**src/rtl/cu_pkg.sv**
```systemverilog
// Shared definitions for the multi-cycle MIPS control unit.
// Holds opcode/funct values, ALU operation codes, the FSM state encoding
// and the datapath mux select codes driven by the controller.
package cu_pkg;

    // Opcodes (IR[31:26])
    localparam logic [5:0] OP_R    = 6'h00;
    localparam logic [5:0] OP_J    = 6'h02;
    localparam logic [5:0] OP_BEQ  = 6'h04;
    localparam logic [5:0] OP_BNE  = 6'h05;
    localparam logic [5:0] OP_ADDI = 6'h08;
    localparam logic [5:0] OP_SLTI = 6'h0A;
    localparam logic [5:0] OP_ANDI = 6'h0C;
    localparam logic [5:0] OP_ORI  = 6'h0D;
    localparam logic [5:0] OP_XORI = 6'h0E;
    localparam logic [5:0] OP_LW   = 6'h23;
    localparam logic [5:0] OP_SW   = 6'h2B;

    // R-type funct codes (IR[5:0])
    localparam logic [5:0] FN_ADD = 6'h20;
    localparam logic [5:0] FN_SUB = 6'h22;
    localparam logic [5:0] FN_AND = 6'h24;
    localparam logic [5:0] FN_OR  = 6'h25;
    localparam logic [5:0] FN_XOR = 6'h26;
    localparam logic [5:0] FN_NOR = 6'h27;
    localparam logic [5:0] FN_SLT = 6'h2A;

    // ALU operation codes; zero-extended to ALUOP_W at the top level
    localparam logic [2:0] ALU_ADD = 3'd0;
    localparam logic [2:0] ALU_SUB = 3'd1;
    localparam logic [2:0] ALU_AND = 3'd2;
    localparam logic [2:0] ALU_OR  = 3'd3;
    localparam logic [2:0] ALU_SLT = 3'd4;
    localparam logic [2:0] ALU_NOR = 3'd5;
    localparam logic [2:0] ALU_XOR = 3'd6;

    // ALU B-operand select
    localparam logic [1:0] SRCB_RT   = 2'b00;
    localparam logic [1:0] SRCB_FOUR = 2'b01;
    localparam logic [1:0] SRCB_IMM  = 2'b10;
    localparam logic [1:0] SRCB_BOFF = 2'b11;

    // PC source select
    localparam logic [1:0] PCSRC_ALU = 2'b00;
    localparam logic [1:0] PCSRC_OUT = 2'b01;
    localparam logic [1:0] PCSRC_JMP = 2'b10;

    typedef enum logic [3:0] {
        S_IDLE     = 4'd0,
        S_FETCH    = 4'd1,
        S_DECODE   = 4'd2,
        S_EXEC_R   = 4'd3,
        S_EXEC_I   = 4'd4,
        S_MEM_ADDR = 4'd5,
        S_MEM_RD   = 4'd6,
        S_MEM_WR   = 4'd7,
        S_WB_R     = 4'd8,
        S_WB_I     = 4'd9,
        S_WB_MEM   = 4'd10,
        S_BRANCH   = 4'd11,
        S_JUMP     = 4'd12
    } state_t;

endpackage

```
**src/rtl/cu_alu_decode.sv**
```systemverilog
// Combinational instruction decode for the multi-cycle controller.
// Ports:
//   opCode, funct : instruction fields from the IR
//   alu_op        : ALU operation for R-type (from funct) or I-ALU (from opcode)
//   ext_zero      : zero-extend the immediate (logical immediates)
//   legal         : instruction is one the controller knows how to sequence
module cu_alu_decode
    import cu_pkg::*;
(
    input  logic [5:0] opCode,
    input  logic [5:0] funct,
    output logic [2:0] alu_op,
    output logic       ext_zero,
    output logic       legal
);

    always_comb begin
        alu_op   = ALU_ADD;
        ext_zero = 1'b0;
        legal    = 1'b1;
        case (opCode)
            OP_R: begin
                case (funct)
                    FN_ADD:  alu_op = ALU_ADD;
                    FN_SUB:  alu_op = ALU_SUB;
                    FN_AND:  alu_op = ALU_AND;
                    FN_OR:   alu_op = ALU_OR;
                    FN_SLT:  alu_op = ALU_SLT;
                    FN_NOR:  alu_op = ALU_NOR;
                    FN_XOR:  alu_op = ALU_XOR;
                    default: legal  = 1'b0;
                endcase
            end
            OP_ADDI: alu_op = ALU_ADD;
            OP_SLTI: alu_op = ALU_SLT;
            OP_ANDI: begin alu_op = ALU_AND; ext_zero = 1'b1; end
            OP_ORI:  begin alu_op = ALU_OR;  ext_zero = 1'b1; end
            OP_XORI: begin alu_op = ALU_XOR; ext_zero = 1'b1; end
            // Memory, branch and jump are legal; their ALU op is fixed by state
            OP_LW, OP_SW, OP_BEQ, OP_BNE, OP_J: alu_op = ALU_ADD;
            default: legal = 1'b0;
        endcase
    end

endmodule

```
**src/rtl/multicycle_control_fsm.sv**
```systemverilog
// Multi-cycle MIPS control unit: Moore FSM sequencing FETCH/DECODE/EXECUTE/
// MEMORY/WRITEBACK and driving datapath enables every cycle.
// Ports:
//   clk, rst          : clock (rising edge), synchronous active-low reset
//   opCode, funct     : IR fields, stable from DECODE to end of instruction
//   zero              : ALU zero flag (used in BRANCH)
//   mem_ready         : memory access completes this cycle
//   pc_write..alu_op  : datapath enables and mux selects
//   illegal           : pulse in DECODE for an undefined instruction
//   instr_done        : pulse in each instruction's final state
//   state_dbg         : current state encoding
module multicycle_control_fsm
    import cu_pkg::*;
#(
    parameter int ALUOP_W       = 4,
    parameter bit MEM_HANDSHAKE = 1'b1
) (
    input  logic               clk,
    input  logic               rst,
    input  logic [5:0]         opCode,
    input  logic [5:0]         funct,
    input  logic               zero,
    input  logic               mem_ready,
    output logic               pc_write,
    output logic [1:0]         pc_src,
    output logic               ir_write,
    output logic               i_or_d,
    output logic               mem_read_en,
    output logic               mem_write_en,
    output logic               reg_write_en,
    output logic               reg_dst,
    output logic               mem_to_reg,
    output logic               alu_src_a,
    output logic [1:0]         alu_src_b,
    output logic               ext_zero,
    output logic [ALUOP_W-1:0] alu_op,
    output logic               illegal,
    output logic               instr_done,
    output logic [3:0]         state_dbg
);

    state_t     state, nxt;
    logic [2:0] dec_op;
    logic [2:0] aop;
    logic       dec_ext;
    logic       dec_legal;
    logic       rdy;

    cu_alu_decode u_dec (
        .opCode   (opCode),
        .funct    (funct),
        .alu_op   (dec_op),
        .ext_zero (dec_ext),
        .legal    (dec_legal)
    );

    // Without a handshake every memory access is single-cycle
    assign rdy       = MEM_HANDSHAKE ? mem_ready : 1'b1;
    assign alu_op    = ALUOP_W'(aop);
    assign state_dbg = state;

    always_ff @(posedge clk) begin
        if (!rst) state <= S_IDLE;
        else      state <= nxt;
    end

    always_comb begin
        nxt          = S_IDLE;
        pc_write     = 1'b0;
        pc_src       = PCSRC_ALU;
        ir_write     = 1'b0;
        i_or_d       = 1'b0;
        mem_read_en  = 1'b0;
        mem_write_en = 1'b0;
        reg_write_en = 1'b0;
        reg_dst      = 1'b0;
        mem_to_reg   = 1'b0;
        alu_src_a    = 1'b0;
        alu_src_b    = SRCB_RT;
        ext_zero     = 1'b0;
        aop          = ALU_ADD;
        illegal      = 1'b0;
        instr_done   = 1'b0;
        case (state)
            S_IDLE: nxt = S_FETCH;
            S_FETCH: begin
                mem_read_en = 1'b1;
                alu_src_b   = SRCB_FOUR;
                if (rdy) begin
                    ir_write = 1'b1;
                    pc_write = 1'b1;
                    nxt      = S_DECODE;
                end else begin
                    nxt = S_FETCH;
                end
            end
            S_DECODE: begin
                // Branch target is precomputed here into ALUOut
                alu_src_b = SRCB_BOFF;
                if (!dec_legal) begin
                    illegal    = 1'b1;
                    instr_done = 1'b1;
                    nxt        = S_FETCH;
                end else begin
                    case (opCode)
                        OP_R:          nxt = S_EXEC_R;
                        OP_LW, OP_SW:  nxt = S_MEM_ADDR;
                        OP_BEQ,OP_BNE: nxt = S_BRANCH;
                        OP_J:          nxt = S_JUMP;
                        default:       nxt = S_EXEC_I; // remaining legal ops are I-ALU
                    endcase
                end
            end
            S_EXEC_R: begin
                alu_src_a = 1'b1;
                aop       = dec_op;
                nxt       = S_WB_R;
            end
            S_EXEC_I: begin
                alu_src_a = 1'b1;
                alu_src_b = SRCB_IMM;
                aop       = dec_op;
                ext_zero  = dec_ext;
                nxt       = S_WB_I;
            end
            S_WB_R: begin
                reg_write_en = 1'b1;
                reg_dst      = 1'b1;
                aop          = dec_op;
                instr_done   = 1'b1;
                nxt          = S_FETCH;
            end
            S_WB_I: begin
                reg_write_en = 1'b1;
                instr_done   = 1'b1;
                nxt          = S_FETCH;
            end
            S_MEM_ADDR: begin
                alu_src_a = 1'b1;
                alu_src_b = SRCB_IMM;
                nxt       = (opCode == OP_SW) ? S_MEM_WR : S_MEM_RD;
            end
            S_MEM_RD: begin
                i_or_d      = 1'b1;
                mem_read_en = 1'b1;
                nxt         = rdy ? S_WB_MEM : S_MEM_RD;
            end
            S_MEM_WR: begin
                i_or_d       = 1'b1;
                mem_write_en = 1'b1;
                instr_done   = rdy;
                nxt          = rdy ? S_FETCH : S_MEM_WR;
            end
            S_WB_MEM: begin
                reg_write_en = 1'b1;
                mem_to_reg   = 1'b1;
                instr_done   = 1'b1;
                nxt          = S_FETCH;
            end
            S_BRANCH: begin
                alu_src_a  = 1'b1;
                aop        = ALU_SUB;
                pc_src     = PCSRC_OUT;
                pc_write   = zero ^ (opCode == OP_BNE);
                instr_done = 1'b1;
                nxt        = S_FETCH;
            end
            S_JUMP: begin
                pc_write   = 1'b1;
                pc_src     = PCSRC_JMP;
                instr_done = 1'b1;
                nxt        = S_FETCH;
            end
            default: nxt = S_IDLE; // unused encodings recover through IDLE
        endcase
    end

endmodule

```
**config.mk**
```make
export PLATFORM = sky130hd
export DESIGN_NAME = multicycle_control_fsm
export DESIGN_NICKNAME = d
export VERILOG_FILES = /design/src/rtl/cu_pkg.sv /design/src/rtl/cu_alu_decode.sv /design/src/rtl/multicycle_control_fsm.sv
export SDC_FILE = /design/constraint.sdc
export NUM_CORES = 1
export LEC_CHECK = 0
export ABC_AREA = 1
export ABC_CLOCK_PERIOD_IN_PS = 2350
export BUFFER_PORTS_ARGS = -buffer_cell sky130_fd_sc_hd__buf_4
export CAP_MARGIN = 20
export CORE_MARGIN = 1
export CORE_UTILIZATION = 45
export DETAILED_ROUTE_END_ITERATION = 10
export PLACE_DENSITY = 0.9
export SYNTH_ARGS = -nofsm -noshare
export SYNTH_HDL_FRONTEND = slang
export SYNTH_HIERARCHICAL = 1
export SYNTH_SLANG_ARGS = --single-unit
```
**constraint.sdc**
```tcl
create_clock -name clk -period 2.35 [get_ports clk]
set_clock_uncertainty 0.1 [all_clocks]
set_input_delay 0.1175 -clock clk [delete_from_list [all_inputs] [get_ports clk]]
set_output_delay 0.1175 -clock clk [all_outputs]
set_load 0.01 [all_outputs]
```
# After elaboration in Yosys (flattened, before gate mapping)
# Cells that the tools add are included.
# word_totals
in_bits	16
register_bits	4
out_inout_bits	24
wordCells	75
# classes
mux	29
n_eq_ne	29
bitwise_logic	1
n_reduce_logical	15
# ops
operator	count
$eq A6 B6 Y1 const B	9
$pmux W4 S8	1
$eq A6 B4 Y1 const B	5
$eq A4 B4 Y1 const B	5
$pmux W3 S6	1
$eq A4 B3 Y1 const B	4
$pmux W4 S4	1
$mux W1	15
$pmux W3 S5	1
$eq A6 B3 Y1 const B	2
$reduce_or A10 Y1	1
$reduce_or A2 Y1	5
$reduce_or A3 Y1	3
$eq A4 B2 Y1 const B	2
$mux W4	2
$reduce_or A7 Y1	1
$eq A6 B2 Y1 const B	1
$logic_not A6 Y1	1
$pmux W1 S3	2
$pmux W2 S3	1
$pmux W3 S2	1
$reduce_or A6 Y1	1
$reduce_or A5 Y1	1
$eq A4 B1 Y1 const B	1
other kinds (7)	7

# Depth between registers and ports, before layout
# Gate-level depths: netlist of run 1.
# depth
depth_word	6
mapped_depth	11
mapped_depth_nobuf	11

# Modules after synthesis
# The synthesis of run 1 kept the hierarchy.
# modules_own_cells
module	cells_per_inst	area_each_um2	instances	seq_area_each_um2
multicycle_control_fsm	105	516.7	1	80.1
cu_alu_decode	54	242.7	1	0.0

# Least setup slack after synthesis of run 1
# No wires, ideal clock.
# synth_timing
path_type	register -> output
startpoint	register state[2], in the netlist state_dbg[2]
endpoint	output port alu_op[0]
stages_incl_launch_ff	9
path_slack_ns	1.017
arrival_time_ns	1.115
n_path_buf	0
required_ns	2.132
path_cell_list	dfxtp_1 -> inv_1 -> nor2_1 -> nand2_1 -> o21ai_1 -> inv_1 -> o21ai_2 -> nand2_1 -> nand2_1
# synth_between
elab_chain_len	3
word_cells_on_any_way	6
classes_between	eq/ne (4); mux (1); reduce/logical (1)
# synth_lines
element	line	source
start, declared	multicycle_control_fsm.sv:42	state_t state, nxt;
start signal, assigned	multicycle_control_fsm.sv:64	else state <= nxt;
$eq A4 B4 Y1 (tied with other cells)	multicycle_control_fsm.sv:84	case (state)
$reduce_or A3 Y1 (no source line)	-	
$pmux W3 S2 *	multicycle_control_fsm.sv:84	
end, declared	multicycle_control_fsm.sv:36	output logic [ALUOP_W-1:0] alu_op,
# Mark *: on every way between the ends. The rest lies on a longest branch, timed or not.

# Final worst setup path of run 1
# Ends and elaborated chain as after synthesis.

==> impl_metrics.tcl, run 1 <==
set metrics [dict create \
    rsz0062_at_grt "no" \
    number_of_buffers_on_the_longest_clock_path 2 \
    worst_setup_hold_path_clk_slew_ns 0.03 \
    timing.max_cap.violations 0 \
    post_syn_nets 175 \
    cts_hold_repair.buffers 0 \
    area_delta_synth_final_pct 42.2 \
    synth-seq-area-share 0.105 \
    yosys_register_bits 4 \
    die_w_um 43.1 \
    cts.htree.levels 1 \
    global_route_wire_length_before_repair_um 3610 \
    largest_register_ffs 4 \
    floorplan.rows 14 \
    design.portCount 40 \
    tritoncts "yes" \
    grt_antenna_before_repair 0 \
    vias_in_the_first_global_route 891 \
    grt_usage 0.248 \
    die_h_um 43.1 \
    drc 0 \
    worstPathArrival_ns 1.59 \
    clock_tree.root_cell "sky130_fd_sc_hd__clkbuf_4" \
    dp.final_hpwl_um 1850 \
    post_route_cells_drive_above_1_share 0.256 \
    power.ir.vdd_worst_mv 0.428 \
    cts_post_setup_buffers_inserted 0 \
    route.final.wire_length_um 2150 \
    placeableCoreArea_um2 1540 \
    largest_net_degree_at_the_start_of_global_routing 10 \
    classification_of_the_worst_setup_path "flip-flop to output port" \
    place_congestion 0.851 \
    syn-mean-instance-area_um2 4.78 \
    synthesis.yosys.warnings 6 \
    critical_path.max_fanout 4 \
    drtIter0Drc 26 \
    floorplan.die_area_um2 1860 \
    timing.fmax_ghz 0.552 \
    floorplan.initialDensity 0.493 \
    cts.repair.resized 0 \
    routedWlPerCell_um 10.0 \
    syn-cell-area_um2 759 \
    status "finished clean" \
    power_density_nw_per_um2 277 \
    antenna_cells_inserted 0 \
    final_min_period_over_clock_period 0.771 \
    report.final.setup_viol 0 \
    clock_sinks 4 \
    ant_nets 0 \
    clock_insertion_delay_worst_skew_ns 0.24 \
    class_of_the_tightest_hold_or_removal_check "input pin to flip-flop" \
    slew_viol_final 0 \
    hold_viol 0 \
    tritoncts_buffer_count 3 \
    worstPathRequired_ns 2.13 \
    tns_ns 0 \
    detailedRoute.firstPassIterationCount 4 \
    period_needed_ns 1.81 \
    placed_cells 212 \
    remaining_global_route_overflow 0 \
    cells_after_synth 159 \
    via_count 1106 \
    post_synth_num_cell_types 21 \
    num-nets-final 217 \
    p_leak_nw 0.660 \
    port-buffer-count 38 \
    critical_path.endpoint_type "output port" \
    instances_no_fill 215 \
    critical_path.startpoint_type "flip-flop" \
    drt-vias-per-instance 5.14 \
]
## cell usage after synthesis (all sizes together)
master   number  area, µm²
nor2         32        148
a21oi         7       35.0
buf           1       7.51
nand3        14       75.1
inv          34        128
conb          1       3.75
o211ai        1       7.51
dfxtp         4       80.1
nand2        53        201
nor3          2       10.0
nand3b        1       7.51
nand4         3       18.8
o2111ai       1       8.76
o21ai         5       28.8
## critical path: stages, from the launching register on
cell	delay, ns
sky130_fd_sc_hd__dfxtp_1	0.37
sky130_fd_sc_hd__inv_1	0.09
sky130_fd_sc_hd__nor2_1	0.22
sky130_fd_sc_hd__nand2_1	0.11
sky130_fd_sc_hd__o21ai_1	0.15
sky130_fd_sc_hd__inv_1	0.10
sky130_fd_sc_hd__o21ai_2	0.08
sky130_fd_sc_hd__nand2_1	0.07
sky130_fd_sc_hd__nand2_1	0.06
sky130_fd_sc_hd__buf_4	0.11
## per-layer routing
layer	routed length [µm]	vias to the layer above	GRT usage
li1	-	567	-
met1	899	492	0.324
met2	1110	45	0.415
met3	128	2	0.0468
met4	17	0	0.0606
met5	0	-	0
## final timing paths
check                                             start                       to  slack [ns]  cells after the start
worst max-delay path            state_dbg[2]$_SDFF_PN0_                alu_op[0]        0.54                      9
worst min-delay path                                rst  state_dbg[2]$_SDFF_PN0_        0.06                      3
worst max register to register  state_dbg[0]$_SDFF_PN0_  state_dbg[0]$_SDFF_PN0_        1.00                      7
worst min register to register  state_dbg[2]$_SDFF_PN0_  state_dbg[2]$_SDFF_PN0_        0.75                      6
## logic make-up (layout without fill, tap and decap cells)
group	after synthesis	after routing	synth area share
AOI/OAI and AO/OA	14	14	0.105
buffers and inverters	35	75	0.178
DFF	4	4	0.105
other	1	1	0.00494
and+or+nand+nor	105	105	0.606
## placed cells by master (no fill, tap or decap)
master | synthesis | layout
sky130_fd_sc_hd__a21oi_1 | 7 | 7
sky130_fd_sc_hd__buf_4 | 1 | 38
sky130_fd_sc_hd__clkbuf_4 | 0 | 3
sky130_fd_sc_hd__conb_1 | 1 | 1
sky130_fd_sc_hd__dfxtp_1 | 4 | 4
sky130_fd_sc_hd__inv_1 | 32 | 32
sky130_fd_sc_hd__inv_2 | 2 | 2
sky130_fd_sc_hd__nand2_1 | 52 | 52
sky130_fd_sc_hd__nand2_2 | 1 | 1
sky130_fd_sc_hd__nand3_1 | 13 | 13
sky130_fd_sc_hd__nand3_2 | 1 | 1
sky130_fd_sc_hd__nand3b_1 | 1 | 1
sky130_fd_sc_hd__nand4_1 | 3 | 3
sky130_fd_sc_hd__nor2_1 | 27 | 27
sky130_fd_sc_hd__nor2_2 | 2 | 2
sky130_fd_sc_hd__nor2_4 | 3 | 3
sky130_fd_sc_hd__nor3_1 | 2 | 2
sky130_fd_sc_hd__o2111ai_1 | 1 | 1
sky130_fd_sc_hd__o211ai_1 | 1 | 1
sky130_fd_sc_hd__o21ai_0 | 2 | 2
sky130_fd_sc_hd__o21ai_1 | 2 | 2
sky130_fd_sc_hd__o21ai_2 | 1 | 1
## where the power goes
| group | total, W | switching (W) | internal [W] |
|---|---|---|---|
| logic | 0.000135 | 0.0000781 | 0.0000573 |
| registers | 0.0000789 | 0.00000717 | 0.0000718 |
| clock network | 0.0000851 | 0.0000280 | 0.0000571 |
| total | 0.000299 | 0.000113 | 0.000186 |
## area by class of cell
type,instances,area [µm²]
fillers,154,462
repair buffers,38,285
clock buffers,3,22.5
flip-flops and latches,4,80.1
inverters,34,128
multi-input cells,120,544
well taps,16,20.0
## through the flow
step           worst slack, ns  power, W  hold WS, ns   util  cell area, µm²
6_report                 0.539  0.000299       0.0575  0.700            1080
5_1_grt                  0.384  0.000324       0.0802  0.700            1080
4_1_cts                  0.561  0.000301       0.0610  0.700            1080
3_5_place_dp             0.811  0.000215        0.298  0.686            1060
3_3_place_gp             0.833  0.000211        0.286  0.686            1060
2_1_floorplan             1.02  0.000151        0.179      -             759
Power figures use the tool's default switching activity.
==> run 2, diff against run 1 <==
--- a/config.mk
+++ b/config.mk
@@ -6,13 +6,13 @@
 export NUM_CORES = 1
 export LEC_CHECK = 0
 export ABC_AREA = 1
-export ABC_CLOCK_PERIOD_IN_PS = 2350
+export ABC_CLOCK_PERIOD_IN_PS = 1500
 export BUFFER_PORTS_ARGS = -buffer_cell sky130_fd_sc_hd__buf_4
 export CAP_MARGIN = 20
 export CORE_MARGIN = 1
-export CORE_UTILIZATION = 45
+export CORE_UTILIZATION = 40
 export DETAILED_ROUTE_END_ITERATION = 10
-export PLACE_DENSITY = 0.9
+export PLACE_DENSITY = 0.85
 export SYNTH_ARGS = -nofsm -noshare
 export SYNTH_HDL_FRONTEND = slang
 export SYNTH_HIERARCHICAL = 1
==> constraint.sdc (replaced) <==
create_clock -name clk -period 1.5 [get_ports clk]
set_clock_uncertainty 0.1 [all_clocks]
set_input_delay 0.075 -clock clk [delete_from_list [all_inputs] [get_ports clk]]
set_output_delay 0.075 -clock clk [all_outputs]
set_load 0.01 [all_outputs]
==> run 2 against run 1 <==
The flow now finishes with violations (negative setup slack). Clock-buffer cell count unchanged. Largest power group unchanged. Routed wire length grew 21%. Critical endpoint is now instr_done. Utilization decreased by 0.66 points. First-iteration DRC count increased by 130%. Global-route usage increased by 0.62 points. Clock power rose by 77%.
==> impl_metrics.tcl, run 2 (same netlist as run 1, synthesis figures left out) <==
set metrics [dict create \
    route.final.wire_length_um 2590 \
    via_count 1154 \
    layout_setup_ws_ns -0.0338 \
    dp.final_hpwl_um 1970 \
    drtIter0Drc 60 \
    class_of_the_tightest_hold_or_removal_check "input pin to flip-flop" \
    antenna_cells_inserted 0 \
    worstPathRequired_ns 1.32 \
    critical_path.max_fanout 7 \
    detailedRoute.firstPassIterationCount 4 \
    clock_insertion_delay_worst_skew_ns 0.26 \
    power.ir.vdd_worst_mv 0.384 \
    largest_net_degree_at_the_start_of_global_routing 10 \
    floorplan.die_area_um2 2080 \
    failed_checks "negative setup slack" \
    period_needed_ns 1.53 \
    instances_no_fill 229 \
    mostFrequentLayoutCell "sky130_fd_sc_hd__nand2_1" \
    hold_viol 0 \
    cts.htree.levels 1 \
    worst_setup_hold_path_clk_slew_ns 0.05 \
    global_route_wire_length_before_repair_um 3860 \
    slew_viol_final 0 \
    clock_tree.root_cell "sky130_fd_sc_hd__clkbuf_4" \
    final_min_period_over_clock_period 1.02 \
    drc 0 \
    area_delta_synth_final_pct 59.5 \
    remaining_global_route_overflow 0 \
    grt_usage 0.254 \
    floorplan.initialDensity 0.435 \
    rsz0062_at_grt "yes" \
    critical_path.endpoint_type "output port" \
    mostFrequentLayoutCells "sky130_fd_sc_hd__nand2_1, sky130_fd_sc_hd__buf_4, sky130_fd_sc_hd__inv_1" \
    largest_register_ffs 4 \
    drt-vias-per-instance 5.04 \
    placed_cells 223 \
    status "finished, violations left" \
    clock_sinks 4 \
    placement.cell_area_um2 1080 \
    timing.fmax_ghz 0.652 \
    power_density_nw_per_um2 421 \
    post_route_cells_drive_above_1_share 0.353 \
    number_of_buffers_on_the_longest_clock_path 2 \
    report.final.setup_viol 2 \
    die_w_um 45.6 \
    routedWlPerCell_um 11.3 \
    classification_of_the_worst_setup_path "flip-flop to output port" \
    grt_antenna_before_repair 0 \
    die_h_um 45.6 \
    tritoncts "yes" \
    timing.max_cap.violations 0 \
    num-nets-final 222 \
    tritoncts_buffer_count 3 \
    p_leak_nw 0.703 \
    floorplan.rows 15 \
    placeableCoreArea_um2 1750 \
    ant_nets 0 \
    finish.instance_area_um2 1210 \
    design.portCount 40 \
    finalHoldWorstSlack_ns 0.101 \
    port-buffer-count 38 \
    place_congestion 0.951 \
    vias_in_the_first_global_route 977 \
    critical_path.startpoint_type "flip-flop" \
    worstPathArrival_ns 1.36 \
]
==> run 2: power breakdown <==
group,internal (W),switching (W)
sequential,0.000111,0.0000143
combinational,0.0000998,0.000134
clock,0.0000905,0.0000605
total,0.000301,0.000209
==> run 2: per-layer routing <==
metal / wire, µm / vias to the layer above / track usage
li1: - / 579 / -
met1: 992 / 501 / 0.304
met2: 1310 / 59 / 0.426
met3: 188 / 15 / 0.0675
met4: 103 / 0 / 0.103
met5: 0 / - / 0
==> run 2: repair_timing <==
| item | 4_1_cts | 5_1_grt |
|---|---|---|
| endpoints found under the setup margin | 7 | 8 |
| setup buffers | 0 | 2 |
| hold buffers | 1 | 0 |
| pin swaps | 1 | 4 |
| resized for setup | 12 | 15 |
| hold endpoints to repair | 1 | 0 |
==> run 2: layout make-up <==
cell class                 count  area [µm²]
multi-input combinational    120         609
sequential                     4        92.6
clock buffer                   3        22.5
tap                           25        31.3
inverter                      34         130
timing repair buffer          43         325
fill                         154         534
==> run 2: metrics by stage <==
| step | power [W] | setup WS [ns] | TNS (ns) | util |
|---|---|---|---|---|
| 2_1_floorplan | 0.000236 | 0.210 | 0 | - |
| 3_3_place_gp | 0.000332 | 0.0371 | 0 | 0.621 |
| 3_5_place_dp | 0.000338 | 0.00351 | 0 | 0.621 |
| 4_1_cts | 0.000489 | -0.0232 | -0.0363 | 0.655 |
| 5_1_grt | 0.000548 | -0.0699 | -0.352 | 0.694 |
| 6_report | 0.000510 | -0.0338 | -0.0509 | 0.694 |
==> run 2: path summary, 6_finish.rpt <==
path | startpoint | endpoint | slack (ns) | depth (start not counted)
worst max register to register | state_dbg[2]$_SDFF_PN0_ | state_dbg[3]$_SDFF_PN0_ | 0.16 | 8
worst min register to register | state_dbg[0]$_SDFF_PN0_ | state_dbg[0]$_SDFF_PN0_ | 0.71 | 5
worst min-delay path | opCode[3] | state_dbg[1]$_SDFF_PN0_ | 0.10 | 4
worst max-delay path | state_dbg[1]$_SDFF_PN0_ | instr_done | -0.03 | 5
==> run 2: critical path, stage by stage, from the launching register on <==
cell,delay (ns)
sky130_fd_sc_hd__dfxtp_4,0.39
sky130_fd_sc_hd__inv_2,0.08
sky130_fd_sc_hd__nor2_2,0.17
sky130_fd_sc_hd__nand2_4,0.11
sky130_fd_sc_hd__o2111ai_2,0.19
sky130_fd_sc_hd__buf_4,0.15
